===== src/rtl/lsu_ctrl_if.sv =====
// Request/response and data_mem signals of the load/store control unit.
// The slave modport is the unit's own view; the master modport is the requester/memory side.
interface lsu_ctrl_if;
  logic        req_valid;
  logic        req_ready;
  logic        req_we;
  logic [2:0]  req_funct3;
  logic [31:0] req_addr;
  logic [31:0] req_wdata;
  logic        resp_valid;
  logic        resp_err;
  logic [31:0] resp_rdata;
  logic [31:0] mem_addr;
  logic        mem_read;
  logic        mem_write;
  logic [31:0] mem_wdata;
  logic [31:0] mem_rdata;

  modport slave (
    input  req_valid, req_we, req_funct3, req_addr, req_wdata, mem_rdata,
    output req_ready, resp_valid, resp_err, resp_rdata,
           mem_addr, mem_read, mem_write, mem_wdata
  );

  modport master (
    output req_valid, req_we, req_funct3, req_addr, req_wdata, mem_rdata,
    input  req_ready, resp_valid, resp_err, resp_rdata,
           mem_addr, mem_read, mem_write, mem_wdata
  );
endinterface


===== src/rtl/lsu_ctrl.sv =====
// RV32I load/store control: maps byte/half/word accesses onto a word-only data memory,
// using read-modify-write for sub-word stores and flagging illegal/misaligned requests.
module lsu_ctrl #(
  parameter int DATA_W = 32
) (
  input  logic        clk,
  input  logic        rst,
  lsu_ctrl_if.slave   bus
);

  typedef enum logic [1:0] {IDLE, RD, CAP, WR} state_e;

  state_e              state_q, state_d;
  logic [DATA_W-1:0]   addr_q, addr_d;
  logic [DATA_W-1:0]   wdata_q, wdata_d;
  logic [2:0]          funct3_q, funct3_d;
  logic                we_q, we_d;
  logic [DATA_W-1:0]   wbuf_q, wbuf_d;
  logic                resp_valid_q, resp_valid_d;
  logic                resp_err_q, resp_err_d;
  logic [DATA_W-1:0]   resp_rdata_q, resp_rdata_d;

  function automatic logic f3_legal(input logic we, input logic [2:0] f3);
    if (we) return (f3 == 3'b000) || (f3 == 3'b001) || (f3 == 3'b010);
    return (f3 == 3'b000) || (f3 == 3'b001) || (f3 == 3'b010) ||
           (f3 == 3'b100) || (f3 == 3'b101);
  endfunction

  // f3[1:0] encodes the access size for every legal code: 00 byte, 01 half, 10 word
  function automatic logic f3_aligned(input logic [2:0] f3, input logic [1:0] off);
    case (f3[1:0])
      2'b01:   return (off[0] == 1'b0);
      2'b10:   return (off == 2'b00);
      default: return 1'b1;
    endcase
  endfunction

  function automatic logic [31:0] load_ext(input logic [2:0] f3, input logic [1:0] off,
                                           input logic [31:0] w);
    logic signed [7:0]  b;
    logic signed [15:0] h;
    case (off)
      2'b00:   b = w[7:0];
      2'b01:   b = w[15:8];
      2'b10:   b = w[23:16];
      default: b = w[31:24];
    endcase
    h = off[1] ? w[31:16] : w[15:0];
    case (f3)
      3'b000:  return {{24{b[7]}}, b};
      3'b001:  return {{16{h[15]}}, h};
      3'b100:  return {24'd0, b};
      3'b101:  return {16'd0, h};
      default: return w;
    endcase
  endfunction

  function automatic logic [31:0] store_merge(input logic [2:0] f3, input logic [1:0] off,
                                              input logic [31:0] w, input logic [31:0] d);
    logic [31:0] r;
    r = w;
    if (f3[1:0] == 2'b00) begin
      case (off)
        2'b00:   r[7:0]   = d[7:0];
        2'b01:   r[15:8]  = d[7:0];
        2'b10:   r[23:16] = d[7:0];
        default: r[31:24] = d[7:0];
      endcase
    end else if (off[1]) begin
      r[31:16] = d[15:0];
    end else begin
      r[15:0] = d[15:0];
    end
    return r;
  endfunction

  always_comb begin
    state_d      = state_q;
    addr_d       = addr_q;
    wdata_d      = wdata_q;
    funct3_d     = funct3_q;
    we_d         = we_q;
    wbuf_d       = wbuf_q;
    resp_valid_d = 1'b0;
    resp_err_d   = 1'b0;
    resp_rdata_d = '0;
    case (state_q)
      IDLE: begin
        if (bus.req_valid) begin
          addr_d   = bus.req_addr;
          wdata_d  = bus.req_wdata;
          funct3_d = bus.req_funct3;
          we_d     = bus.req_we;
          if (!f3_legal(bus.req_we, bus.req_funct3) ||
              !f3_aligned(bus.req_funct3, bus.req_addr[1:0])) begin
            resp_valid_d = 1'b1;
            resp_err_d   = 1'b1;
          end else if (bus.req_we && (bus.req_funct3 == 3'b010)) begin
            wbuf_d  = bus.req_wdata;
            state_d = WR;
          end else begin
            state_d = RD;
          end
        end
      end
      RD:  state_d = CAP;
      CAP: begin
        if (we_q) begin
          wbuf_d  = store_merge(funct3_q, addr_q[1:0], bus.mem_rdata, wdata_q);
          state_d = WR;
        end else begin
          resp_valid_d = 1'b1;
          resp_rdata_d = load_ext(funct3_q, addr_q[1:0], bus.mem_rdata);
          state_d      = IDLE;
        end
      end
      default: begin
        resp_valid_d = 1'b1;
        state_d      = IDLE;
      end
    endcase
  end

  // State register; reset clears all latched request and response state
  always_ff @(posedge clk) begin
    if (rst) begin
      state_q      <= IDLE;
      addr_q       <= '0;
      wdata_q      <= '0;
      funct3_q     <= '0;
      we_q         <= 1'b0;
      wbuf_q       <= '0;
      resp_valid_q <= 1'b0;
      resp_err_q   <= 1'b0;
      resp_rdata_q <= '0;
    end else begin
      state_q      <= state_d;
      addr_q       <= addr_d;
      wdata_q      <= wdata_d;
      funct3_q     <= funct3_d;
      we_q         <= we_d;
      wbuf_q       <= wbuf_d;
      resp_valid_q <= resp_valid_d;
      resp_err_q   <= resp_err_d;
      resp_rdata_q <= resp_rdata_d;
    end
  end

  assign bus.req_ready  = (state_q == IDLE);
  assign bus.resp_valid = resp_valid_q;
  assign bus.resp_err   = resp_err_q;
  assign bus.resp_rdata = resp_rdata_q;
  assign bus.mem_addr   = {addr_q[DATA_W-1:2], 2'b00};
  assign bus.mem_read   = (state_q == RD) && !rst;
  assign bus.mem_write  = (state_q == WR) && !rst;
  assign bus.mem_wdata  = wbuf_q;

endmodule


===== src/flat_wrapper.sv =====
// flat-port wrapper written by rule: the top's interface ports become plain ports
module lsu_ctrl_flat 
#(
  parameter int DATA_W = 32
)
  (clk, rst, bus_req_valid, bus_req_we, bus_req_funct3, bus_req_addr, bus_req_wdata, bus_mem_rdata, bus_req_ready, bus_resp_valid, bus_resp_err, bus_resp_rdata, bus_mem_addr, bus_mem_read, bus_mem_write, bus_mem_wdata);
  lsu_ctrl_if bus_i ();
  input  logic clk;
  input  logic rst;
  input wire logic [$bits(bus_i.req_valid)-1:0] bus_req_valid;
  input wire logic [$bits(bus_i.req_we)-1:0] bus_req_we;
  input wire logic [$bits(bus_i.req_funct3)-1:0] bus_req_funct3;
  input wire logic [$bits(bus_i.req_addr)-1:0] bus_req_addr;
  input wire logic [$bits(bus_i.req_wdata)-1:0] bus_req_wdata;
  input wire logic [$bits(bus_i.mem_rdata)-1:0] bus_mem_rdata;
  output wire logic [$bits(bus_i.req_ready)-1:0] bus_req_ready;
  output wire logic [$bits(bus_i.resp_valid)-1:0] bus_resp_valid;
  output wire logic [$bits(bus_i.resp_err)-1:0] bus_resp_err;
  output wire logic [$bits(bus_i.resp_rdata)-1:0] bus_resp_rdata;
  output wire logic [$bits(bus_i.mem_addr)-1:0] bus_mem_addr;
  output wire logic [$bits(bus_i.mem_read)-1:0] bus_mem_read;
  output wire logic [$bits(bus_i.mem_write)-1:0] bus_mem_write;
  output wire logic [$bits(bus_i.mem_wdata)-1:0] bus_mem_wdata;
  assign bus_i.req_valid = bus_req_valid;
  assign bus_i.req_we = bus_req_we;
  assign bus_i.req_funct3 = bus_req_funct3;
  assign bus_i.req_addr = bus_req_addr;
  assign bus_i.req_wdata = bus_req_wdata;
  assign bus_i.mem_rdata = bus_mem_rdata;
  assign bus_req_ready = bus_i.req_ready;
  assign bus_resp_valid = bus_i.resp_valid;
  assign bus_resp_err = bus_i.resp_err;
  assign bus_resp_rdata = bus_i.resp_rdata;
  assign bus_mem_addr = bus_i.mem_addr;
  assign bus_mem_read = bus_i.mem_read;
  assign bus_mem_write = bus_i.mem_write;
  assign bus_mem_wdata = bus_i.mem_wdata;
  lsu_ctrl #(.DATA_W(DATA_W)) u_core (.clk(clk), .rst(rst), .bus(bus_i));
endmodule

===== config.mk =====
export PLATFORM = sky130hd
export DESIGN_NAME = lsu_ctrl_flat
export DESIGN_NICKNAME = d
export VERILOG_FILES = /design/src/rtl/lsu_ctrl_if.sv /design/src/rtl/lsu_ctrl.sv /design/src/flat_wrapper.sv
export SDC_FILE = /design/constraint.sdc
export NUM_CORES = 1
export LEC_CHECK = 0
export CAP_MARGIN = 20
export CORE_AREA = 4 4 115 117
export DETAILED_ROUTE_END_ITERATION = 10
export DIE_AREA = 0 0 119 121
export PLACE_DENSITY = 0.9
export SYNTH_ARGS = -nofsm -noshare
export SYNTH_HDL_FRONTEND = slang
export SYNTH_SLANG_ARGS = --single-unit
export TNS_END_PERCENT = 100

===== constraint.sdc =====
create_clock -name clk -period 6.21 [get_ports clk]
set_input_delay 1.863 -clock clk [delete_from_list [all_inputs] [get_ports clk]]
set_output_delay 1.863 -clock clk [all_outputs]
set_load 0.05 [all_outputs]

* Word level (Yosys, flattened, before mapping)
Cells that the tools add are included.
Storage, ports and cells: register bits 120, input bits 103, output and inout bits 101, word-level logic and storage cells 88
Operators by class: equality and inequality tests 18, muxes and demuxes 34, bitwise gates (word level) 3, reductions and logical operators 24
Operators by type and width (number):
- $mux W32 | 5
- $pmux W32 S4 | 1
- $pmux W32 S2 | 1
- $mux W16 | 3
- $mux W8 | 4
- $pmux W8 S3 | 1
- $eq A3 B3 Y1 const B | 4
- $mux W1 | 12
- $eq A2 B2 Y1 const B | 4
- $logic_not A2 Y1 | 4
- $mux W2 | 4
- $eq A2 B1 Y1 const B | 3
- $eq A3 B1 Y1 const B | 2
- $logic_not A3 Y1 | 2
- $pmux W2 S3 | 1
- $reduce_or A3 Y1 | 2
- $logic_or A1 B1 Y1 | 5
- $reduce_and A5 Y1 | 1
- $ne A2 B1 Y1 const B | 2
- $ne A2 B2 Y1 const B | 2
- $reduce_and A2 Y1 | 2
- $eq A3 B2 Y1 const B | 1
- $logic_and A1 B1 Y1 | 3
- $logic_not A1 Y1 | 3
- other kinds (5) | 7

* Logic depth before layout (Yosys ltp)
depth after elaboration 13, depth in mapped cells 9, mapped depth without buffers 7

* Least setup slack after synthesis
OpenSTA, ideal clock, no wires.
path type input-to-output, start point input port rst, end point output port bus_mem_read, arrival 2953 ps, required time 4347 ps, setup slack 1394 ps, stages 4, path buffers 2, cells stage by stage clkbuf_1 > inv_1 > clkbuf_1 > and3_1
On the way: word-level cells in the longest chain between the ends 2
RTL lines:
- start, declared | RTL line flat_wrapper.sv:9 | input logic rst;
- $logic_not A1 Y1 | RTL line lsu_ctrl.sv:154 | assign bus.mem_read = (state_q == RD) && !rst;
- $logic_and A1 B1 Y1 | RTL line lsu_ctrl.sv:154
- end, declared | RTL line flat_wrapper.sv:21 | output wire logic [$bits(bus_i.mem_read)-1:0] bus_mem_read;
Every way passes these cells.

* Worst setup path after layout
Same ends and word-level chain as after synthesis.

==> reports/summary.txt <==
Outcome = completed
Combinational power share = 0.170
Leak pwr = 0.00324 µW
Die area = 0.0144 mm²
Via count = 5828
Routability cong. = 0.931
Setup crit end kind = output pin
Max Cap Violations = 0
Fmax = 0.217 GHz
Power Density = 272 mW/mm²
Min-delay src = u_core.addr_q[27]
Final HPWL DP = 13000 µm
Layout cells sized above 1 = 0.0921
Htree depth = 4
Antenna cells = 0
Total Wirelength = 18700 µm
Initial antenna violation count = 0
Cell Rows = 41
Post-synth top flop = dfxtp_1
Crit path max fanout = 35
Remaining antenna violation count after routing = 0
Peak VDD IR = 0.000215 V
R2R Path Start = u_core.funct3_q[1]
Asr flop ratio synth = 0
Fin. max-slew vios = 0
Router iterations before antenna repair = 5
Total gr overflow = 0
Synthesized area = 0.00585 mm²
Post-synthesis register bit count = 120
Setup TNS = 0 ps
TritonCTS Sinks = 120
Core Util, Final = 0.666
I/O Buffers = 201
Ys Warns = 0
Final Critical Period = 4610 ps
Critical Path RT = 4350 ps
DR vias/cell = 5.66
Vias in the first global route = 5667
PostCTS Resize Cnt = 0
Yosys top cell by area = dfxtp_1
HP Class = reg2reg
Avg Inst Size Synth = 8.26 µm²
Reg clk slew, reported paths = 50 ps
CTS tree = done
Post-synth EDFFs = 0
WL per Instance = 18.1 µm
Worst skew pair latency = 420 ps
Setup Viol. Count Final = 0
First-iteration detailed-routing DRC count = 520
Nets = 951
Non-Filler Instances = 1030
Arr. time, crit path = 2750 ps
First-pass GRT wire length = 29100 µm
Die Wd = 119 µm
Clock power frac = 0.460
Dpl cell area = 0.00761 mm²
Postcts setup bufs = 0
Chip Height = 121 µm
Root Driver = clkbuf_16
Slew @ Worst Pin = 1030 ps
Starting Density = 0.473
Placed cell count = 998
Hold buffer count at cts = 0
Floorplan Core Area = 0.0124 mm²
Synth unique cells = 44
IO Count = 204
Psw = 612 µW
Syn-to-layout area delta = 40.9%
Critical Path Start = rst
Cell area after layout = 0.00824 mm²
Relative slew slack = 0.311
Pint = 1630 µW
Clk buf depth = 2
RSZ-0062 raised after global routing = false
Sw Share = 0.273
Final hold vios = 0
Crit path launch type = input port
Seq pwr share = 0.370
Largest net degree at the start of global routing = 73
Post-synthesis sequential area ratio = 0.411
Synth top area cells = dfxtp_1 41%, nand2_1 9.4%, a21oi_1 8.1%
Final period util = 0.742
Max Clock Skew = 9.75 ps
Total GRT Usage = 0.256
DRC viols = 0
Cells after Synth = 708
Num CTS Buffers = 17
Worst Setup Path Type = in2out
Share of the synthesized area in the top cell type = 0.411
[layout by cell type (no fill, tap or decap), types with 3 or more instances in the layout]
cell / count
ha_1: 3
buf_4: 8
a221oi_1: 16
clkinvlp_4: 3
clkdlybuf4s50_1: 198
mux2_2: 9
o21ai_0: 37
a211oi_1: 16
a2111oi_0: 15
inv_1: 15
and3_1: 3
nor2_1: 17
clkinv_2: 3
a21o_1: 19
nand2_1: 147
nand2b_1: 4
a21oi_1: 95
a31o_2: 12
clkbuf_16: 17
nand3_1: 14
mux2i_1: 33
dfxtp_1: 119
bufinv_16: 4
and2_1: 3
o221a_2: 7
a32oi_1: 7
[power groups by stage]
| stage | clock network (µW) | logic (µW) | registers, µW |
|---|---|---|---|
| 6_report | 1030 | 382 | 830 |
| 5_1_grt | 1070 | 406 | 832 |
| 4_1_cts | 1040 | 378 | 828 |
| 3_5_place_dp | 0 | 375 | 845 |
| 3_3_place_gp | 0 | 370 | 843 |
| 2_1_floorplan | 0 | 224 | 856 |
[routing by layer]
layer | vias up | share of wire | GRT usage
li1 | 2754 | - | -
met1 | 2650 | 0.39 | 0.300
met2 | 358 | 0.47 | 0.421
met3 | 66 | 0.10 | 0.0862
met4 | 0 | 0.039 | 0.124
met5 | - | 0 | 0
[critical path, cell delays in order]
cell,delay (ps)
buf_2,110
inv_1,50
buf_4,300
and3_1,200
buf_4,190
[through the flow]
step / power [µW] / worst slack (ps) / hold WS (ps)
after global routing: 2310 / 1550 / 469
after global placement: 1210 / 1620 / 440
after detailed placement: 1220 / 1620 / 446
final: 2240 / 1600 / 451
after floorplan: 1080 / 1390 / 437
after CTS: 2250 / 1610 / 453
[cells in the mapped netlist, types with 3 or more instances]
cell type  instances
a2111oi_0         15
a211oi_1          16
a21o_1            19
a21oi_1           95
a221oi_1          16
a31o_2            12
a32oi_1            7
and2_1             4
and3_1             3
buf_2             15
buf_4             34
clkbuf_1          37
dfxtp_1          120
ha_1               3
inv_1             15
mux2_2             9
mux2i_1           33
nand2_1          147
nand2b_1           4
nand3_1           14
nor2_1            17
o21ai_0           37
o221a_2            7
[registers in the layout (all words and copies together), names as in the netlist]
name,cells
u_core.addr_q,32
u_core.bus.mem_wdata,32
u_core.bus.resp_rdata,32
u_core.wdata_q,16
u_core.funct3_q,3
u_core.state_q,2
u_core.bus.resp_err,1
u_core.bus.resp_valid,1
u_core.we_q,1
[kinds of logic after synthesis]
family,share of synthesized area
compound gates,0.266
flops,0.411
buf+inv,0.0950
fa+ha+maj,0.00642
mux,0.0777
simple gates,0.143
other cells,0.000642
[layout make-up]
class / count / area (µm²)
Fill cell: 958 / 4130
Tap cell: 172 / 215
Timing Repair Buffer: 207 / 2050
Clock buffer: 20 / 447
Clock inverter: 12 / 175
Inverter: 15 / 56.3
Sequential cell: 120 / 2400
Multi-Input combinational cell: 484 / 2890
[path summary, 6_finish.rpt]
kind	slack (ps)	end	depth (start not counted)
min	450	u_core.addr_q[27]	2
max reg2reg	3050	u_core.bus.mem_wdata[17]	5
max	1600	bus_mem_read	5
min reg2reg	450	u_core.addr_q[27]	2
Note: power is estimated with default switching activity, not from simulation.
